<file path="config.mk">
export PLATFORM = sky130hd
export DESIGN_NAME = diff_gate_sched_flat
export DESIGN_NICKNAME = d
export VERILOG_FILES = /design/src/rtl/diff_gate_sched_pkg.sv /design/src/rtl/diff_gate_sched_if.sv /design/src/rtl/diff_gate_sched_gate_align.sv /design/src/rtl/diff_gate_sched.sv /design/src/flat_wrapper.sv
export SDC_FILE = /design/constraint.sdc
export NUM_CORES = 1
export LEC_CHECK = 0
export BUFFER_PORTS_ARGS = -buffer_cell sky130_fd_sc_hd__buf_2
export CAP_MARGIN = 30
export CORE_MARGIN = 2
export CORE_UTILIZATION = 55
export CTS_CLUSTER_DIAMETER = 120
export CTS_CLUSTER_SIZE = 8
export DETAILED_ROUTE_END_ITERATION = 6
export PLACE_DENSITY = 0.76
export SLEW_MARGIN = 20
export SYNTH_ARGS = -nofsm -noshare
export SYNTH_HDL_FRONTEND = slang
export SYNTH_HIERARCHICAL = 1
export SYNTH_SLANG_ARGS = --single-unit
</file>
<file path="constraint.sdc">
create_clock -name clk_i -period 2.3 [get_ports clk_i]
set_clock_uncertainty 0.1 [all_clocks]
set_input_delay 0.115 -clock clk_i [delete_from_list [all_inputs] [get_ports clk_i]]
set_output_delay 0.115 -clock clk_i [all_outputs]
set_load 0.02 [all_outputs]
</file>
<file path="src/rtl/diff_gate_sched_pkg.sv">
// Shared types and constants for the double-difference gate scheduler.
package diff_gate_sched_pkg;

  typedef enum logic [1:0] {
    StIdle     = 2'd0,
    StBurst    = 2'd1,
    StWait     = 2'd2,
    StTrigWait = 2'd3
  } state_e;

  localparam int unsigned DefaultDpLat = 2;
  // Bursts 0 and 1 after leaving idle still carry stale difference history.
  localparam int unsigned PrimeBursts  = 2;

endpackage

</file>
<file path="src/rtl/diff_gate_sched_if.sv">
// Control/status bundle between the scheduler and its user.
// Trigger signals exist only when DIFF_GATE_SCHED_TRIG_EN is defined.
interface diff_gate_sched_if #(
  parameter int unsigned Pw = 12,
  parameter int unsigned Cw = 2
) ();
  logic          enable;
  logic [Pw-1:0] period;
  logic          gate;
  logic [Cw-1:0] ch_idx;
  logic          busy;
  logic          out_gate;
  logic [Cw-1:0] out_ch;
  logic          out_primed;
`ifdef DIFF_GATE_SCHED_TRIG_EN
  logic          trig;
  logic          trig_miss;

  modport master (
    output enable, period, trig,
    input  gate, ch_idx, busy, out_gate, out_ch, out_primed, trig_miss
  );
  modport slave (
    input  enable, period, trig,
    output gate, ch_idx, busy, out_gate, out_ch, out_primed, trig_miss
  );
`else
  modport master (
    output enable, period,
    input  gate, ch_idx, busy, out_gate, out_ch, out_primed
  );
  modport slave (
    input  enable, period,
    output gate, ch_idx, busy, out_gate, out_ch, out_primed
  );
`endif
endinterface

</file>
<file path="src/rtl/diff_gate_sched_gate_align.sv">
// Depth-stage shift of {gate, channel, primed} that tracks a gated datapath's latency.
// Channel only advances with a valid gate, so the output channel holds between bursts.
module diff_gate_sched_gate_align #(
  parameter int unsigned Depth = 2,
  parameter int unsigned ChW   = 2
) (
  input  logic           clk_i,
  input  logic           rst_i,
  input  logic           gate_i,
  input  logic [ChW-1:0] ch_i,
  input  logic           primed_i,
  output logic           gate_o,
  output logic [ChW-1:0] ch_o,
  output logic           primed_o
);

  logic [Depth-1:0]          gate_q, gate_d;
  logic [Depth-1:0]          primed_q, primed_d;
  logic [Depth-1:0][ChW-1:0] ch_q, ch_d;

  always_comb begin
    gate_d      = gate_q;
    primed_d    = primed_q;
    ch_d        = ch_q;
    gate_d[0]   = gate_i;
    primed_d[0] = gate_i & primed_i;
    if (gate_i) ch_d[0] = ch_i;
    for (int i = 1; i < int'(Depth); i++) begin
      gate_d[i]   = gate_q[i-1];
      primed_d[i] = primed_q[i-1];
      if (gate_q[i-1]) ch_d[i] = ch_q[i-1];
    end
  end

  always_ff @(posedge clk_i) begin
    if (rst_i) begin
      gate_q   <= '0;
      primed_q <= '0;
      ch_q     <= '0;
    end else begin
      gate_q   <= gate_d;
      primed_q <= primed_d;
      ch_q     <= ch_d;
    end
  end

  assign gate_o   = gate_q[Depth-1];
  assign ch_o     = ch_q[Depth-1];
  assign primed_o = primed_q[Depth-1];

endmodule

</file>
<file path="src/rtl/diff_gate_sched.sv">
// Gate-burst scheduler for the time-multiplexed double-difference datapath.
// Define DIFF_GATE_SCHED_TRIG_EN to make burst starts wait for an external trigger.
module diff_gate_sched
  import diff_gate_sched_pkg::*;
#(
  parameter int unsigned Nch   = 4,
  parameter int unsigned Pw    = 12,
  parameter int unsigned Cw    = 2,
  parameter int unsigned DpLat = DefaultDpLat
) (
  input logic              clk_i,
  input logic              rst_i,
  diff_gate_sched_if.slave bus
);

  localparam logic [Pw-1:0] LastCnt    = Pw'(Nch - 1);
  localparam logic [1:0]    BnumPrimed = 2'(PrimeBursts);

  state_e        state_q, state_d;
  logic [Pw-1:0] cnt_q, cnt_d;
  logic [Pw-1:0] per_q, per_d;
  logic [Pw-1:0] per_clamped;
  logic [1:0]    bnum_q, bnum_d;
  logic          gate_q, gate_d;
  logic          busy_q, busy_d;
  logic [Cw-1:0] ch_q, ch_d;
  logic          last_strobe, period_end, trig_ok, start;

  // Clamp so a burst always fits inside its own period.
  assign per_clamped = (bus.period < LastCnt) ? LastCnt : bus.period;
  assign last_strobe = (state_q == StBurst) && (cnt_q == LastCnt);
  // With the minimum period the last strobe is also the end of the period.
  assign period_end  = ((state_q == StWait) && (cnt_q == per_q)) ||
                       (last_strobe && (per_q == LastCnt));

`ifdef DIFF_GATE_SCHED_TRIG_EN
  logic trig_miss_q, trig_miss_d;

  assign trig_ok     = bus.trig;
  assign trig_miss_d = trig_miss_q |
                       (bus.trig & ~period_end &
                        ((state_q == StBurst) | (state_q == StWait)));

  always_ff @(posedge clk_i) begin
    if (rst_i) trig_miss_q <= 1'b0;
    else       trig_miss_q <= trig_miss_d;
  end

  assign bus.trig_miss = trig_miss_q;
`else
  assign trig_ok = 1'b1;
`endif

  always_comb begin
    state_d = state_q;
    cnt_d   = cnt_q;
    per_d   = per_q;
    bnum_d  = bnum_q;
    ch_d    = ch_q;
    gate_d  = 1'b0;
    start   = 1'b0;
    unique case (state_q)
      StIdle: begin
        bnum_d = '0;
        if (bus.enable) begin
          if (trig_ok) start = 1'b1;
          else         state_d = StTrigWait;
        end
      end
      StBurst: begin
        cnt_d = cnt_q + 1'b1;
        if (!last_strobe) begin
          ch_d   = ch_q + 1'b1;
          gate_d = 1'b1;
        end else begin
          bnum_d  = (bnum_q == BnumPrimed) ? bnum_q : bnum_q + 2'd1;
          state_d = StWait;
        end
      end
      StWait: begin
        if (!period_end) cnt_d = cnt_q + 1'b1;
      end
      StTrigWait: begin
        if (!bus.enable)  state_d = StIdle;
        else if (trig_ok) start = 1'b1;
      end
      default: state_d = StIdle;
    endcase

    if (period_end) begin
      if (!bus.enable)  state_d = StIdle;
      else if (trig_ok) start = 1'b1;
      else              state_d = StTrigWait;
    end

    // Period is latched only here, so mid-period changes wait for the next burst.
    if (start) begin
      state_d = StBurst;
      cnt_d   = '0;
      ch_d    = '0;
      per_d   = per_clamped;
      gate_d  = 1'b1;
    end

    busy_d = (state_d != StIdle);
  end

  always_ff @(posedge clk_i) begin
    if (rst_i) begin
      state_q <= StIdle;
      cnt_q   <= '0;
      per_q   <= '0;
      bnum_q  <= '0;
      gate_q  <= 1'b0;
      busy_q  <= 1'b0;
      ch_q    <= '0;
    end else begin
      state_q <= state_d;
      cnt_q   <= cnt_d;
      per_q   <= per_d;
      bnum_q  <= bnum_d;
      gate_q  <= gate_d;
      busy_q  <= busy_d;
      ch_q    <= ch_d;
    end
  end

  logic          primed_tag;
  logic          al_gate, al_primed;
  logic [Cw-1:0] al_ch;

  assign primed_tag = gate_q & (bnum_q >= BnumPrimed);

  diff_gate_sched_gate_align #(
    .Depth (DpLat),
    .ChW   (Cw)
  ) u_gate_align (
    .clk_i    (clk_i),
    .rst_i    (rst_i),
    .gate_i   (gate_q),
    .ch_i     (ch_q),
    .primed_i (primed_tag),
    .gate_o   (al_gate),
    .ch_o     (al_ch),
    .primed_o (al_primed)
  );

  assign bus.gate       = gate_q;
  assign bus.ch_idx     = ch_q;
  assign bus.busy       = busy_q;
  assign bus.out_gate   = al_gate;
  assign bus.out_ch     = al_ch;
  assign bus.out_primed = al_primed;

endmodule

</file>
<file path="src/flat_wrapper.sv">
// flat-port wrapper written by rule: the top's interface ports become plain ports
module diff_gate_sched_flat import diff_gate_sched_pkg::*;
#(
  parameter int unsigned Nch   = 4,
  parameter int unsigned Pw    = 12,
  parameter int unsigned Cw    = 2,
  parameter int unsigned DpLat = DefaultDpLat
)
  (clk_i, rst_i, bus_enable, bus_period, bus_gate, bus_ch_idx, bus_busy, bus_out_gate, bus_out_ch, bus_out_primed);
  diff_gate_sched_if #(.Pw(Pw), .Cw(Cw)) bus_i ();
  input logic clk_i;
  input logic rst_i;
  input wire logic [$bits(bus_i.enable)-1:0] bus_enable;
  input wire logic [$bits(bus_i.period)-1:0] bus_period;
  output wire logic [$bits(bus_i.gate)-1:0] bus_gate;
  output wire logic [$bits(bus_i.ch_idx)-1:0] bus_ch_idx;
  output wire logic [$bits(bus_i.busy)-1:0] bus_busy;
  output wire logic [$bits(bus_i.out_gate)-1:0] bus_out_gate;
  output wire logic [$bits(bus_i.out_ch)-1:0] bus_out_ch;
  output wire logic [$bits(bus_i.out_primed)-1:0] bus_out_primed;
  assign bus_i.enable = bus_enable;
  assign bus_i.period = bus_period;
  assign bus_gate = bus_i.gate;
  assign bus_ch_idx = bus_i.ch_idx;
  assign bus_busy = bus_i.busy;
  assign bus_out_gate = bus_i.out_gate;
  assign bus_out_ch = bus_i.out_ch;
  assign bus_out_primed = bus_i.out_primed;
  diff_gate_sched #(.Nch(Nch), .Pw(Pw), .Cw(Cw), .DpLat(DpLat)) u_core (.clk_i(clk_i), .rst_i(rst_i), .bus(bus_i));
endmodule
</file>
==> flow_summary.yaml, run 1 <==
outcome:
  status: "completed"
placed_design:
  dp_slack_ps: 139
  dpl.hpwl_mm: 3.02
  place_area_um2: 2150
  portBuffers: 22
  place_congestion: 0.854
worst_setup_path:
  critPathTopFamily: "simple AND/OR/NAND/NOR gates"
  slowest_delay_ps: 530
  crit_buf_inv: 1
  critPathKind: "reg2reg"
  end_kind: "flip-flop"
  rr_worst_depth: 7
  crit_slowest_cell: "dfxtp_1"
  critical_path.startpoint_type: "flip-flop"
  cp_data_arrival_time_ps: 2270
  cp.depth: 7
  crit_chain: "xnor2_1, nand4_2, nor4_4, o21ai_2, buf_4, nor2b_1, nor3_1"
  critPathMaxFanout: 17
  worstPathRequired_ps: 2410
timing:
  slew_headroom_pct: 70.4
  totalNegativeSetupSlack_ps: 0
  rsz0062_at_grt: "no"
  post-route-period-util_pct: 93.8
  slew_viol_final: 0
  tightest_slew_ps: 441
  post-route-min-period_ps: 2160
  fin_ws_ps: 142
  hold_violations: 0
  setup_viol: 0
  fmax_ghz: 0.463
global_routing:
  antenna_found_initial: 0
  grt_pass1_vias: 1594
  grt_pass1_wl_mm: 7.20
  grt_use_total_pct: 22.4
  grt_max_degree: 25
  grt-ovfl-total: 0
logic_synthesis:
  async_flop_share_pct: 0
  synth_cells: 219
  yosysUniqueCellTypes: 45
  ys_top_cells_by_area: "dfxtp_1 (39%), mux2i_1 (7.4%), xnor2_1 (6.0%)"
  ys.warnings.count: 6
  synth_area_leader_cell: "dfxtp_1"
  ys_seq_elements: 40
  syn_area_per_cell_um2: 9.30
  synth_ff_type: "dfxtp_1"
  netlist_area_um2: 2040
  ys_seq_area_share_pct: 39.3
  syn_nets: 240
  synth-edff-count: 0
  synth_top_area_share_pct: 39.3
route:
  vias: 1704
  wl_per_cell_um: 14.4
  ant_nets: 0
  postRouteWirelength_mm: 4.33
  dr.pass1.iters: 4
  via_per_inst: 5.66
  drc: 0
  drt_iter0_drc: 50
power_and_ir_drop:
  power_density_nw_per_um2: 579
  leakagePower_nw: 0.923
  peakVddDrop_mv: 0.355
min_path:
  worstHoldPathCells: 3
  hold_class: "in2reg"
cells_and_area:
  diodes: 0
  finalNetCount: 274
  area_delta_synth_final_pct: 15.7
  stdcell_area_um2: 2360
  drive_gt1_share_pct: 20.9
  num-fill-cells: 287
floorplanning:
  core-area_um2: 3610
  pin_count: 23
  fp.dieW_um: 64.9
  die_h_um: 64.9
  dieArea_um2: 4210
  start_util_pct: 56.5
  rows: 22
cts:
  htree_levels: 2
  cts_sinks: 40
  cts_tree: "yes"
  insertion_delay_ps: 290
  cts_root_buf: "clkbuf_8"
  cts_made_buffers: 5
  clkTransAtPathRegs_ps: 70
  clock_path_buffers: 2
run:
  max_cap_viol_count: 0
## worst register-to-register path: cells and delay by family, from the launching register on
family,cells,cell delay [ps]
and+or+nand+nor,4,910
buffers and inverters,1,220
DFF,1,530
xor gates and xnor gates,1,180
AOI/OAI and AO/OA,1,140
## through the flow
step	util (%)	instances	hold WS (ps)	power [mW]
2_1_floorplan	-	219	85.2	0.885
3_3_place_gp	59.8	281	260	0.927
3_5_place_dp	59.8	281	268	0.932
4_1_cts	64.4	297	8.65	1.37
5_1_grt	65.3	301	24.8	1.43
6_report	65.3	301	16.3	1.36
## placed cells by master (no fill, tap or decap), types with 7 or more instances in the layout
master	count
dlygate4sd3_1	9
nor3_1	7
xnor2_1	14
nor2_1	22
buf_4	9
nand2_1	11
a21oi_1	14
buf_2	22
mux2i_1	15
dfxtp_1	39
## final timing paths
path	slack (ps)	to	startpoint
worst max-delay path	140	u_core/per_q[0]	u_core/cnt_q[6]
worst min-delay path	20	u_core/per_q[9]	bus_period[9]
worst max register to register	140	u_core/per_q[0]	u_core/cnt_q[6]
worst min register to register	350	u_core/u_gate_align/primed_q[1]	u_core/u_gate_align/primed_q[0]
## what timing repair did
action | CTS | global route
hold buffers | 9 | 0
gates resized for setup | 0 | 1
setup endpoints to repair | 0 | 2
buffers inserted | 0 | 3
hold endpoints to repair | 9 | 0
## sequential cells by signal (all words and copies together), names as in the netlist
name	flops
u_core/u_gate_align/ch_q	2
u_core/u_gate_align/primed_q	2
u_core/bus.busy	1
u_core/bus.gate	1
u_core/cnt_q	12
u_core/per_q	12
u_core/state_q	2
u_core/bus.ch_idx	2
u_core/bnum_q	2
u_core/u_gate_align/ch_o	2
u_core/u_gate_align/gate_q	2
## layout make-up
class | instances | area (um^2) | area share [%]
Multi-Input combinational cell | 161 | 1130 | 48.0
Tap cell | 48 | 60.1 | 2.55
Inverter | 5 | 18.8 | 0.797
Clock buffer | 6 | 72.6 | 3.08
Sequential cell | 40 | 802 | 34.0
Timing Repair Buffer | 40 | 268 | 11.4
Clock inverter | 1 | 5.00 | 0.212
## Yosys cell counts, types with 2 or more instances
master    instances
or3_1             5
buf_6             2
ha_1              6
and4_1            2
or4_1             3
o21ai_0           6
nor4_4            2
nand4_2           3
and3_1            3
nand4_1           4
nand3_1           6
mux2i_1          15
a211oi_1          2
xnor2_1          14
nand2_1          11
nor2_1           22
buf_4             7
buf_2             3
o31ai_1           4
o22ai_1           2
nor4_1            4
nor2b_1           5
a21oi_1          14
o21a_1            2
inv_1             5
o21ai_1           3
nor3_1            7
dfxtp_1          40
## layer usage
| layer | vias up | global-route usage, % | part of all wire (%) |
|---|---|---|---|
| li1 | 854 | - | - |
| met1 | 797 | 25.2 | 43 |
| met2 | 46 | 38.7 | 50 |
| met3 | 7 | 5.73 | 5.1 |
| met4 | 0 | 11.7 | 2.0 |
| met5 | - | 0 | 0 |
## where the power goes
| part | switching (mW) | internal [mW] |
|---|---|---|
| logic | 0.0994 | 0.0926 |
| clock network | 0.222 | 0.206 |
| registers | 0.0254 | 0.718 |
| total | 0.347 | 1.02 |
## kinds of logic (layout without fill, tap and decap cells)
| family | count (synthesis) | after routing | synth area share (%) |
|---|---|---|---|
| mux | 16 | 16 | 7.92 |
| fa+ha+maj | 6 | 6 | 3.69 |
| flops | 40 | 40 | 39.3 |
| compound gates | 38 | 39 | 11.8 |
| buf+inv | 19 | 52 | 5.71 |
| xor+xnor | 15 | 15 | 6.45 |
| simple gates | 85 | 85 | 25.1 |
Note: power is estimated with default switching activity, not from simulation.
==> run 2, diff against run 1 <==
--- a/config.mk
+++ b/config.mk
@@ -12,6 +12,7 @@
 export CTS_CLUSTER_DIAMETER = 120
 export CTS_CLUSTER_SIZE = 8
 export DETAILED_ROUTE_END_ITERATION = 6
+export GPL_TIMING_DRIVEN = 0
 export PLACE_DENSITY = 0.76
 export SLEW_MARGIN = 20
 export SYNTH_ARGS = -nofsm -noshare
==> flow_summary.yaml, run 2 (synthesis gave the netlist of run 1 again) <==
worst_setup_path:
  reg2reg_from: "u_core/state_q[1]"
  critPathKind: "reg2reg"
  critPathMaxFanout: 10
  worstPathRequired_ps: 2420
  end_kind: "flip-flop"
  critical_path.startpoint_type: "flip-flop"
  cp_data_arrival_time_ps: 2320
  rr_worst_depth: 9
  regToRegSetupSlack_ps: 100
  r2r_end: "u_core/cnt_q[10]"
cells_and_area:
  layout_common_cells: "dfxtp_1 (38), buf_2 (25), nor2_1 (22)"
  drive_gt1_share_pct: 25.5
  diodes: 0
  area_delta_synth_final_pct: 21.5
  num-fill-cells: 293
  finalNetCount: 283
  stdcell_area_um2: 2470
  top_regs: "u_core/cnt_q x12, u_core/per_q x12"
  final_common_cell: "dfxtp_1"
cts:
  clock_path_buffers: 2
  clkTransAtPathRegs_ps: 70
  cts_root_buf: "clkbuf_8"
  cts_sinks: 40
  htree_levels: 2
  cts_tree: "yes"
  insertion_delay_ps: 290
  cts_made_buffers: 5
placed_design:
  place_area_um2: 2210
  place_congestion: 0.799
  dp_slack_ps: 3.19
  portBuffers: 22
  dpl.hpwl_mm: 2.93
floorplanning:
  core-area_um2: 3610
  die_h_um: 64.9
  pin_count: 23
  fp.dieW_um: 64.9
  dieArea_um2: 4210
  start_util_pct: 56.5
  rows: 22
global_routing:
  busiest_layer: "met2"
  grt_pass1_vias: 1615
  grt-ovfl-total: 0
  grt_use_total_pct: 22.0
  antenna_found_initial: 0
  grt_max_degree: 12
  grt_pass1_wl_mm: 7.15
  grt_use_met3_pct: 6.60
  grt_use_met2_pct: 38.9
  met1_usage_pct: 24.5
route:
  ant_nets: 0
  dr.pass1.iters: 4
  drt_iter0_drc: 77
  via_per_inst: 5.57
  wl_per_cell_um: 13.5
  drc: 0
  vias: 1733
  postRouteWirelength_mm: 4.20
timing:
  hold_ws_ps: 9.97
  post-route-min-period_ps: 2200
  fmax_ghz: 0.454
  slew_viol_final: 0
  slew_headroom_pct: 72.0
  tightest_slew_ps: 421
  fin_ws_ps: 97.7
  post-route-period-util_pct: 95.8
  setup_viol: 0
  hold_violations: 0
min_path:
  worstHoldPathCells: 3
  holdPathEnd: "u_core/per_q[0]"
  hold_class: "in2reg"
  worstHoldStart: "bus_period[0]"
power_and_ir_drop:
  power_mw: 1.41
  leakagePower_nw: 0.975
  power_density_nw_per_um2: 569
  peakVddDrop_mv: 0.540
run:
  max_cap_viol_count: 0
outcome:
  status: "completed"
[run 2: through the flow]
step	cells	setup TNS (ps)	util, %
detailed placement	289	0	61.2
CTS	308	0	67.0
global route	311	-13.9	68.6
floorplan	219	0	-
global placement	289	0	61.2
finish	311	0	68.6
[run 2: report_power, final]
part | switching (mW) | internal, mW
sequential | 0.0265 | 0.718
clock | 0.221 | 0.244
combinational | 0.0996 | 0.0973
total | 0.347 | 1.06
[run 2: layout make-up]
class	instances	area [um^2]	area share, %
Buffer	14	97.6	3.94
Clock buffer	8	90.1	3.64
Inverter	5	18.8	0.758
Multi-Input combinational cell	160	1160	47.0
Sequential cell	40	803	32.5
Tap cell	48	60.1	2.43
Timing Repair Buffer	36	243	9.81
[run 2: routing by layer]
layer	wire length [um]	share of wire, %	vias up
met1	1840	44	800
met3	203	4.8	9
met2	2070	49	50
li1	-	-	874
met5	0	0	-
met4	80	1.9	0
[run 2: worst max-delay path by stage]
stage / end / from / cells after the start
after floorplan: u_core/cnt_q[7] / u_core/state_q[1] / 9
after global placement: u_core/per_q[1] / u_core/state_q[1] / 9
after detailed placement: u_core/state_q[1] / u_core/state_q[1] / 9
after CTS: u_core/per_q[1] / u_core/cnt_q[0] / 8
after global routing: u_core/cnt_q[10] / u_core/state_q[1] / 9
final: u_core/cnt_q[10] / u_core/state_q[1] / 9
[run 2: repair_timing]
item | 4_1_cts | 5_1_grt
pin swaps | 0 | 4
resized for setup | 2 | 10
endpoints found under the setup margin | 8 | 22
hold endpoints to repair | 11 | 0
setup buffers | 0 | 3
hold buffers | 11 | 0
[run 2: worst max-delay path: stages (launching register included)]
cell	delay, ps
dfxtp_1	360
inv_1	100
ha_4	190
nor3b_2	160
nand4_2	140
o21ai_2	80
o22a_4	200
buf_6	140
or4_1	490
a21oi_1	150
